[config.mk]
export PLATFORM = sky130hd
export DESIGN_NAME = pe_sequencer
export DESIGN_NICKNAME = d
export VERILOG_FILES = /design/src/rtl/pe_sequencer_pkg.sv /design/src/rtl/pe_sequencer.sv
export SDC_FILE = /design/constraint.sdc
export NUM_CORES = 2
export LEC_CHECK = 0
export ABC_AREA = 1
export ABC_CLOCK_PERIOD_IN_PS = 3750
export BUFFER_PORTS_ARGS = -buffer_cell sky130_fd_sc_hd__buf_2
export CAP_MARGIN = 20
export CORE_AREA = 8 8 606 608
export CTS_CLUSTER_SIZE = 16
export DETAILED_ROUTE_END_ITERATION = 8
export DIE_AREA = 0 0 614 616
export SLEW_MARGIN = 15
export SYNTH_ARGS = -nofsm -noshare
export SYNTH_HDL_FRONTEND = slang
export SYNTH_SLANG_ARGS = --single-unit
[constraint.sdc]
create_clock -name clk -period 3.75 [get_ports clk]
set_input_delay 0.75 -clock clk [delete_from_list [all_inputs] [get_ports clk]]
set_output_delay 0.75 -clock clk [all_outputs]
set_load 0.02 [all_outputs]
[src/rtl/pe_sequencer_pkg.sv]
// Shared encodings for the PE sequencer: ops, PE control words, d0 opcode prefixes, FSM states.
package pe_sequencer_pkg;

  localparam int RUN_CYCLES_DEF = 33;
  localparam int TW  = 194;
  localparam int D0W = 198;

  typedef enum logic [1:0] {
    OP_MULT = 2'b00,
    OP_CUBE = 2'b01,
    OP_ADD  = 2'b10,
    OP_SUB  = 2'b11
  } op_e;

  typedef enum logic [2:0] {
    S_IDLE,
    S_PRST,
    S_LOAD,
    S_RUN,
    S_DONE
  } state_e;

  localparam logic [10:0] CTRL_LOAD     = 11'b11111_000000;
  localparam logic [10:0] CTRL_RUN_MULT = 11'b00000_111111;
  localparam logic [10:0] CTRL_RUN_CUBE = 11'b00000_000001;
  localparam logic [10:0] CTRL_RUN_ADD  = 11'b00000_010001;
  localparam logic [10:0] CTRL_RUN_SUB  = 11'b00000_010001;

  localparam logic [5:0] D0_CUBE = 6'b010101;
  localparam logic [5:0] D0_ADD  = 6'b000101;
  localparam logic [5:0] D0_SUB  = 6'b001001;

  function automatic logic [10:0] run_word(input op_e op);
    case (op)
      OP_MULT: run_word = CTRL_RUN_MULT;
      OP_CUBE: run_word = CTRL_RUN_CUBE;
      OP_ADD:  run_word = CTRL_RUN_ADD;
      default: run_word = CTRL_RUN_SUB;
    endcase
  endfunction

  // MULT carries operand a in d0; the other ops carry an opcode prefix instead.
  function automatic logic [D0W-1:0] d0_word(input op_e op, input logic [TW-1:0] a);
    case (op)
      OP_MULT: d0_word = {4'b0000, a};
      OP_CUBE: d0_word = {D0_CUBE, 192'b0};
      OP_ADD:  d0_word = {D0_ADD, 192'b0};
      default: d0_word = {D0_SUB, 192'b0};
    endcase
  endfunction

endpackage

[src/rtl/pe_sequencer.sv]
// Sequences one GF(3^97) PE operation: reset PE, load operands, run, capture result.
// Latency: start sampled at edge k -> done high in the cycle after edge k+2+RUN_CYCLES.
// No backpressure: start is only taken in IDLE; requests at any other time are dropped.
module pe_sequencer
  import pe_sequencer_pkg::*;
#(
  parameter int RUN_CYCLES = RUN_CYCLES_DEF
) (
  input  logic            clk,
  input  logic            reset,
  input  logic            start,
  input  logic [1:0]      op,
  input  logic [TW-1:0]   a,
  input  logic [TW-1:0]   b,
  input  logic [TW-1:0]   c,
  output logic            busy,
  output logic            done,
  output logic [TW-1:0]   result,
  output logic            pe_reset,
  output logic [10:0]     pe_ctrl,
  output logic [D0W-1:0]  pe_d0,
  output logic [TW-1:0]   pe_d1,
  output logic [TW-1:0]   pe_d2,
  input  logic [TW-1:0]   pe_out
);

  localparam int CW = $clog2(RUN_CYCLES + 1);

  state_e        state, state_nxt;
  logic [CW-1:0] cnt;
  op_e           op_q;
  logic [TW-1:0] a_q, b_q, c_q;
  logic          last_run;
  logic          drive_ops;

  assign last_run = (state == S_RUN) && (cnt == '0);

  always_ff @(posedge clk) begin
    if (reset) begin
      state  <= S_IDLE;
      cnt    <= '0;
      op_q   <= OP_MULT;
      a_q    <= '0;
      b_q    <= '0;
      c_q    <= '0;
      result <= '0;
    end else begin
      state <= state_nxt;
      if ((state == S_IDLE) && start) begin
        op_q <= op_e'(op);
        a_q  <= a;
        b_q  <= b;
        c_q  <= c;
      end
      // Down-counter reaches zero in the last RUN cycle.
      if (state == S_LOAD)
        cnt <= CW'(RUN_CYCLES - 1);
      else if ((state == S_RUN) && (cnt != '0))
        cnt <= cnt - CW'(1);
      if (last_run)
        result <= pe_out;
    end
  end

  always_comb begin
    state_nxt = state;
    busy      = 1'b0;
    done      = 1'b0;
    pe_reset  = reset;
    pe_ctrl   = '0;
    drive_ops = 1'b0;
    case (state)
      S_IDLE: if (start) state_nxt = S_PRST;
      S_PRST: begin
        busy      = 1'b1;
        pe_reset  = 1'b1;
        drive_ops = 1'b1;
        state_nxt = S_LOAD;
      end
      S_LOAD: begin
        busy      = 1'b1;
        drive_ops = 1'b1;
        pe_ctrl   = CTRL_LOAD;
        state_nxt = S_RUN;
      end
      S_RUN: begin
        busy      = 1'b1;
        drive_ops = 1'b1;
        pe_ctrl   = run_word(op_q);
        if (last_run) state_nxt = S_DONE;
      end
      S_DONE: begin
        done      = 1'b1;
        state_nxt = S_IDLE;
      end
      default: state_nxt = S_IDLE;
    endcase
  end

  // MULT and CUBE square/cube-feed b on both ports; ADD and SUB need c on the second.
  assign pe_d0 = drive_ops ? d0_word(op_q, a_q) : '0;
  assign pe_d1 = drive_ops ? b_q : '0;
  assign pe_d2 = !drive_ops ? '0 :
                 ((op_q == OP_MULT) || (op_q == OP_CUBE)) ? b_q : c_q;

endmodule
== After elaboration in Yosys (flattened, before gate mapping) ==
Index checks and enable logic that the tools add are counted.

* Flip-flop bits (word level): 787
* Bits in latches: 0
* Memory bits (writable): 0
* Bits in read-only memories: 0
* Output and inout port bits: 794
* Memories: 0

* Add/subtract/negate cells: 1
* Multipliers: 0
* Div/mod/pow operators: 0
* $lt $le $gt $ge: 0
* Eq/ne operators: 8
* Shift operators: 0
* Multiplexer cells: 15
* Bitwise gates (word level): 0
* Reductions and logical operators: 12

{| class="wikitable"
|+ Operators with widths
! kind !! count
|-
| $pmux 197 s3 || 1
|-
| $mux 194 || 3
|-
| $mux 198 || 1
|-
| $pmux 11 s2 || 1
|-
| $mux 6 || 2
|-
| $pmux 3 s4 || 1
|-
| $pmux 6 s2 || 1
|-
| $eq 3x2->1 const B || 2
|-
| $logic_not 6->1 || 1
|-
| $mux 3 || 2
|-
| $reduce_bool 6->1 || 1
|-
| $sub 6x1->6 const B || 1
|-
| $ne 2x2->1 const B || 2
|-
| $eq 3x1->1 const B || 1
|-
| $eq 3x3->1 const B || 1
|-
| $logic_and 1x1->1 || 3
|-
| $logic_not 3->1 || 1
|-
| $mux 1 || 3
|-
| $reduce_or 3->1 || 1
|-
| $eq 2x1->1 const B || 1
|-
| $eq 2x2->1 const B || 1
|-
| $logic_not 2->1 || 1
|-
| $reduce_and 2->1 || 1
|-
| $reduce_bool 2->1 || 1
|-
| other kinds (2) || 2
|}

== Depth between registers and ports, before layout ==
* Depth after elaboration: 4
* Mapped depth: 9

== Worst setup path after synthesis ==
No wires, ideal clock.

* Kind: flip-flop to output port
* Start: reg op_q[0]
* End: out pe_d2[147]
* Data arrival time: 1817 ps
* Data required time: 3000 ps
* Path slack: 1183 ps
* Stages on the path, launching flop included: 8
* Buffers on the path: 2
* Path through: dfxtp_1 > inv_1 > ha_1 > nor2_2 > buf_2 > buf_1 > o21ai_0 > a21oi_1

* Word-level cells in the longest chain between the ends: 4

{| class="wikitable"
|+ RTL lines
! element !! RTL line !! RTL
|-
| start, declared || pe_sequencer.sv:31 || <nowiki>op_e op_q;</nowiki>
|-
| start signal, assigned || pe_sequencer.sv:50 || <nowiki>op_q <= op_e'(op);</nowiki>
|-
| $eq 2x1->1 or $logic_not 2->1 (tied branches) || pe_sequencer.sv:104 || <nowiki>((op_q == OP_MULT) || (op_q == OP_CUBE)) ? b_q : c_q;</nowiki>
|-
| $logic_or 1x1->1 (*) || pe_sequencer.sv:104 ||
|-
| $mux 194 (*) || pe_sequencer.sv:104 ||
|-
| $mux 194 (*) || pe_sequencer.sv:103 || <nowiki>assign pe_d2 = !drive_ops ? '0 :</nowiki>
|-
| end, declared || pe_sequencer.sv:23 || <nowiki>output logic [TW-1:0] pe_d2,</nowiki>
|}

Every way passes the cells marked *; elsewhere a longest branch is shown, timed or not.

== Worst setup path after layout ==
* Start: reg op_q[0]
* End: out pe_d0[164]

* Word-level cells in the longest chain between the ends: 3

{| class="wikitable"
|+ RTL lines
! element !! RTL line !! RTL
|-
| $eq 2x2->1, or another cell as far along || pe_sequencer_pkg.sv:44 || <nowiki>case (op)</nowiki>
|-
| $pmux 197 s3 (*) || pe_sequencer_pkg.sv:44 ||
|-
| $mux 198 (*) || pe_sequencer.sv:101 || <nowiki>assign pe_d0 = drive_ops ? d0_word(op_q, a_q) : '0;</nowiki>
|-
| end, declared || pe_sequencer.sv:21 || <nowiki>output logic [D0W-1:0] pe_d0,</nowiki>
|}

Marks and branches as above.

==> flow_metrics.py <==
metrics = {
    "routing": {
        "drt_wl_total_mm": 305,
        "vias_per_cell": 3.54,
        "remaining_drc_errors": 0,
        "detail_route.iter0.violations": 3459,
        "routedWlPerCell_microns": 28.2,
        "post_detailed_route_count_of_antenna_violating_nets": 0,
        "drt_first_pass_iters": 8,
        "num_vias": 38300,
    },
    "setup_path": {
        "worstRegToRegCells": 6,
        "worstSetupStartpointType": "flop",
        "path_depth": 7,
        "timing_worst_setup_path_type": "flop to output port",
        "critical_path.cell_chain": "inv_4 > ha_4 > buf_4 > inv_8 > buf_12 > nor3_1 > buf_2",
        "cp_slowest_cell": "sky130_fd_sc_hd__dfxtp_4",
        "critical_path.max_stage_delay_ps": 370,
        "timing.critical_path.to_type": "output port",
        "worst-endpoint-required_ps": 3000,
        "cp_num_buf_inv": 5,
        "cp.arrival_ps": 2960,
        "cp_top_family": "buffers and inverters",
        "largest_fanout_on_the_critical_path": 69,
    },
    "placement": {
        "dpl.hpwl_mm": 255,
        "portBuffers": 1573,
        "dpl-instance-area_sq_mm": 0.0458,
        "routabilityCongestion": 0.959,
        "dp_slack_ps": 167,
    },
    "timing": {
        "fmaxAchievable_mhz": 269,
        "final.setup_skew_ps": 72.5,
        "post-route-period-util_pct": 99.0,
        "max_slew.worst_pin.slew_ps": 1480,
        "rsz0062_at_grt": "yes",
        "min_period_ps": 3710,
        "final.setup.tns_ps": 0,
        "final_hold_viol_count": 0,
        "timing.final.setup_violations": 0,
        "slew_headroom_pct": 1.41,
        "fin_ws_ps": 37.8,
        "slew_violations": 0,
    },
    "floorplan": {
        "die_w_microns": 614,
        "die_area_sq_mm": 0.378,
        "design.portCount": 1575,
        "fp.dieH_microns": 616,
        "placeableCoreArea_sq_mm": 0.358,
        "floorplan.rows": 220,
        "floorplan.initialDensity_pct": 8.96,
    },
    "pwr": {
        "p_int_mw": 17.4,
        "switching_share_pct": 36.0,
        "p_leak_nw": 22.3,
        "share_seq_of_total_power_pct": 34.9,
        "power.ir.vdd_worst_mv": 0.318,
        "pwr-share-clk_pct": 39.7,
        "power-per-cell-area_mw_per_mm2": 530,
        "comb_power_share_pct": 25.4,
        "power.switching_mw": 9.79,
    },
    "final_layout": {
        "layout-drive-gt1-share_pct": 32.2,
        "final.fill_count": 41300,
        "final_cell_area_sq_mm": 0.0514,
        "nNetsFinal": 6670,
        "area_delta_synth_final_pct": 60.5,
    },
    "min_path": {
        "whs_path_depth": 3,
        "min_path_type": "input pin to flop",
    },
    "clock_tree": {
        "clock_tree.htree_level_count": 3,
        "clock_tree_from_tritoncts": "done",
        "cts.root.buffer_cell": "sky130_fd_sc_hd__clkbuf_16",
        "tritoncts_sinks": 787,
        "numCtsBuffers": 108,
        "clk_pin_slew_ps": 60,
        "ctsLongestPathBuffers": 4,
        "insertion_delay_ps": 850,
    },
    "global_route": {
        "grt_remaining_overflow": 0,
        "first_global_vias": 35000,
        "grt_pass1_wl_mm": 380,
        "grt_antenna_before_repair": 227,
        "maximum_number_of_pins_on_one_net_before_global_route_repair": 195,
        "grt_usage_pct": 15.2,
    },
    "synth": {
        "mappedNetlistArea_sq_mm": 0.0320,
        "synth_enable_flop_cells": 0,
        "synth_seq_area_share_pct": 49.2,
        "synth_seq_cells": 787,
        "yosys_warnings": 0,
        "number_of_instances_in_the_synthesized_netlist": 4371,
        "netlist-cell-type-count": 23,
        "synth.avg_cell_area_sq_um": 7.33,
        "postSynthNetCount": 5159,
        "share_of_flip_flops_with_an_asynchronous_set_or_reset_after_synthesis_pct": 0,
        "dominantRegCellSynth": "sky130_fd_sc_hd__dfxtp_1",
    },
    "run": {
        "cap_violations": 0,
    },
    "status": {
        "result_of_the_run": "completed",
    },
}
[state kept, by name, summed over array words and instances, names as in the netlist]
name,cells
a_q,194
b_q,194
c_q,194
cnt,6
op_q,2
result,194
state,3
[cell families (layout without fill, tap and decap cells)]
logic type / Yosys count / in the layout / synth area share, %
flops: 787 / 787 / 49.2
buf+inv: 996 / 2585 / 12.5
compound gates: 1760 / 1760 / 27.5
fa+ha+maj: 7 / 7 / 0.273
simple gates: 818 / 818 / 10.5
other cells: 1 / 99 / 0.0117
xor+xnor: 2 / 2 / 0.0547
[worst paths after layout]
path | from | endpoint | slack [ps]
max | op_q[0] | pe_d0[164] | 40
min | pe_out[128] | result[128] | 90
max reg2reg | state[2] | c_q[160] | 1170
min reg2reg | a_q[192] | a_q[192] | 450
[synthesized netlist by cell type (3+ instances only)]
library cell               count  area share (%)
sky130_fd_sc_hd__inv_2         3           0.035
sky130_fd_sc_hd__buf_4        26            0.61
sky130_fd_sc_hd__o21ai_1      50            0.78
sky130_fd_sc_hd__nor2_1      594             7.0
sky130_fd_sc_hd__nand2_1      17            0.20
sky130_fd_sc_hd__ha_1          7            0.27
sky130_fd_sc_hd__nand3_1       4           0.062
sky130_fd_sc_hd__a21oi_1     785              12
sky130_fd_sc_hd__clkbuf_1    227             2.7
sky130_fd_sc_hd__nand3_2       3           0.094
sky130_fd_sc_hd__o21ai_0     923              14
sky130_fd_sc_hd__nor3_1      194             3.0
sky130_fd_sc_hd__nor2_2        3           0.059
sky130_fd_sc_hd__buf_2       133             2.1
sky130_fd_sc_hd__buf_1         7           0.082
sky130_fd_sc_hd__dfxtp_1     787              49
sky130_fd_sc_hd__inv_1       600             7.0
[final cells by class]
type / instances / area, sq um / area share (%)
multi-input cells: 2588 / 12500 / 24.3
flip-flops and latches: 787 / 15800 / 30.7
well taps: 4773 / 5970 / 11.6
diodes: 98 / 245 / 0.477
inverters: 603 / 2310 / 4.49
repair buffers: 1794 / 11100 / 21.6
clock inverters: 35 / 462 / 0.898
clock buffers: 153 / 3090 / 6.02
[power by group through the flow]
| stage | Sequential [mW] | Combinational, mW | Clock, mW |
|---|---|---|---|
| 2_1_floorplan | 9.58 | 2.97 | 0 |
| 3_3_place_gp | 9.70 | 6.47 | 0 |
| 3_5_place_dp | 9.71 | 6.48 | 0 |
| 4_1_cts | 9.53 | 7.03 | 11.2 |
| 5_1_grt | 9.59 | 7.42 | 11.4 |
| 6_report | 9.51 | 6.92 | 10.8 |
[metrics by stage]
stage / power (mW) / hold slack (ps) / utilization, % / cells
after global routing: 28.4 / 51.1 / 14.4 / 10800
final: 27.2 / 85.4 / 14.4 / 10800
after global placement: 16.2 / 439 / 12.8 / 10400
after floorplan: 12.6 / 424 / - / 4371
after CTS: 27.8 / 0.142 / 14.3 / 10700
after detailed placement: 16.2 / 443 / 12.8 / 10400
[worst reg2reg max path: cells and delay by family (launching register included)]
family	cells	cell delay [ps]
AND/OR/NAND/NOR	2	560
buffers and inverters	2	660
flip-flops	1	350
AO/OA/AOI/OAI	2	820
[repair_timing]
item                                   in CTS  in global routing
endpoints found under the hold margin      92                  0
setup buffers                              15                  0
hold buffers                               92                  0
gates resized for setup                    85                 23
pin swaps                                   2                  1
gates cloned                                8                  1
setup endpoints to repair                 269                 45
[per-layer routing]
layer / up-vias / global-route usage [%] / wire, microns
li1: 17400 / - / -
met1: 18300 / 17.3 / 115000
met2: 2032 / 26.7 / 150000
met3: 579 / 5.07 / 27600
met4: 42 / 5.25 / 12600
met5: - / 0 / 274
[layout by cell type, fill, tap and decap left out, types with 4 or more instances in the layout]
| cell | synthesis | layout |
|---|---|---|
| sky130_fd_sc_hd__buf_2 | 133 | 1526 |
| sky130_fd_sc_hd__clkinv_4 | 0 | 5 |
| sky130_fd_sc_hd__clkbuf_1 | 227 | 24 |
| sky130_fd_sc_hd__buf_8 | 0 | 6 |
| sky130_fd_sc_hd__nand3_1 | 4 | 4 |
| sky130_fd_sc_hd__o21ai_1 | 50 | 59 |
| sky130_fd_sc_hd__clkbuf_8 | 0 | 20 |
| sky130_fd_sc_hd__buf_12 | 0 | 61 |
| sky130_fd_sc_hd__bufbuf_16 | 0 | 5 |
| sky130_fd_sc_hd__inv_6 | 0 | 4 |
| sky130_fd_sc_hd__a21oi_1 | 785 | 751 |
| sky130_fd_sc_hd__clkinvlp_4 | 0 | 5 |
| sky130_fd_sc_hd__ha_1 | 7 | 5 |
| sky130_fd_sc_hd__diode_2 | 0 | 98 |
| sky130_fd_sc_hd__nor2_1 | 594 | 593 |
| sky130_fd_sc_hd__nor3_1 | 194 | 192 |
| sky130_fd_sc_hd__clkinv_2 | 0 | 11 |
| sky130_fd_sc_hd__nand2_1 | 17 | 17 |
| sky130_fd_sc_hd__clkbuf_16 | 0 | 110 |
| sky130_fd_sc_hd__bufinv_16 | 0 | 9 |
| sky130_fd_sc_hd__a21oi_2 | 0 | 31 |
| sky130_fd_sc_hd__buf_4 | 26 | 87 |
| sky130_fd_sc_hd__inv_1 | 600 | 597 |
| sky130_fd_sc_hd__o21ai_0 | 923 | 914 |
| sky130_fd_sc_hd__dlygate4sd3_1 | 0 | 92 |
| sky130_fd_sc_hd__dfxtp_1 | 787 | 785 |
| sky130_fd_sc_hd__buf_16 | 0 | 12 |
Note: power is estimated with default switching activity, not from simulation.
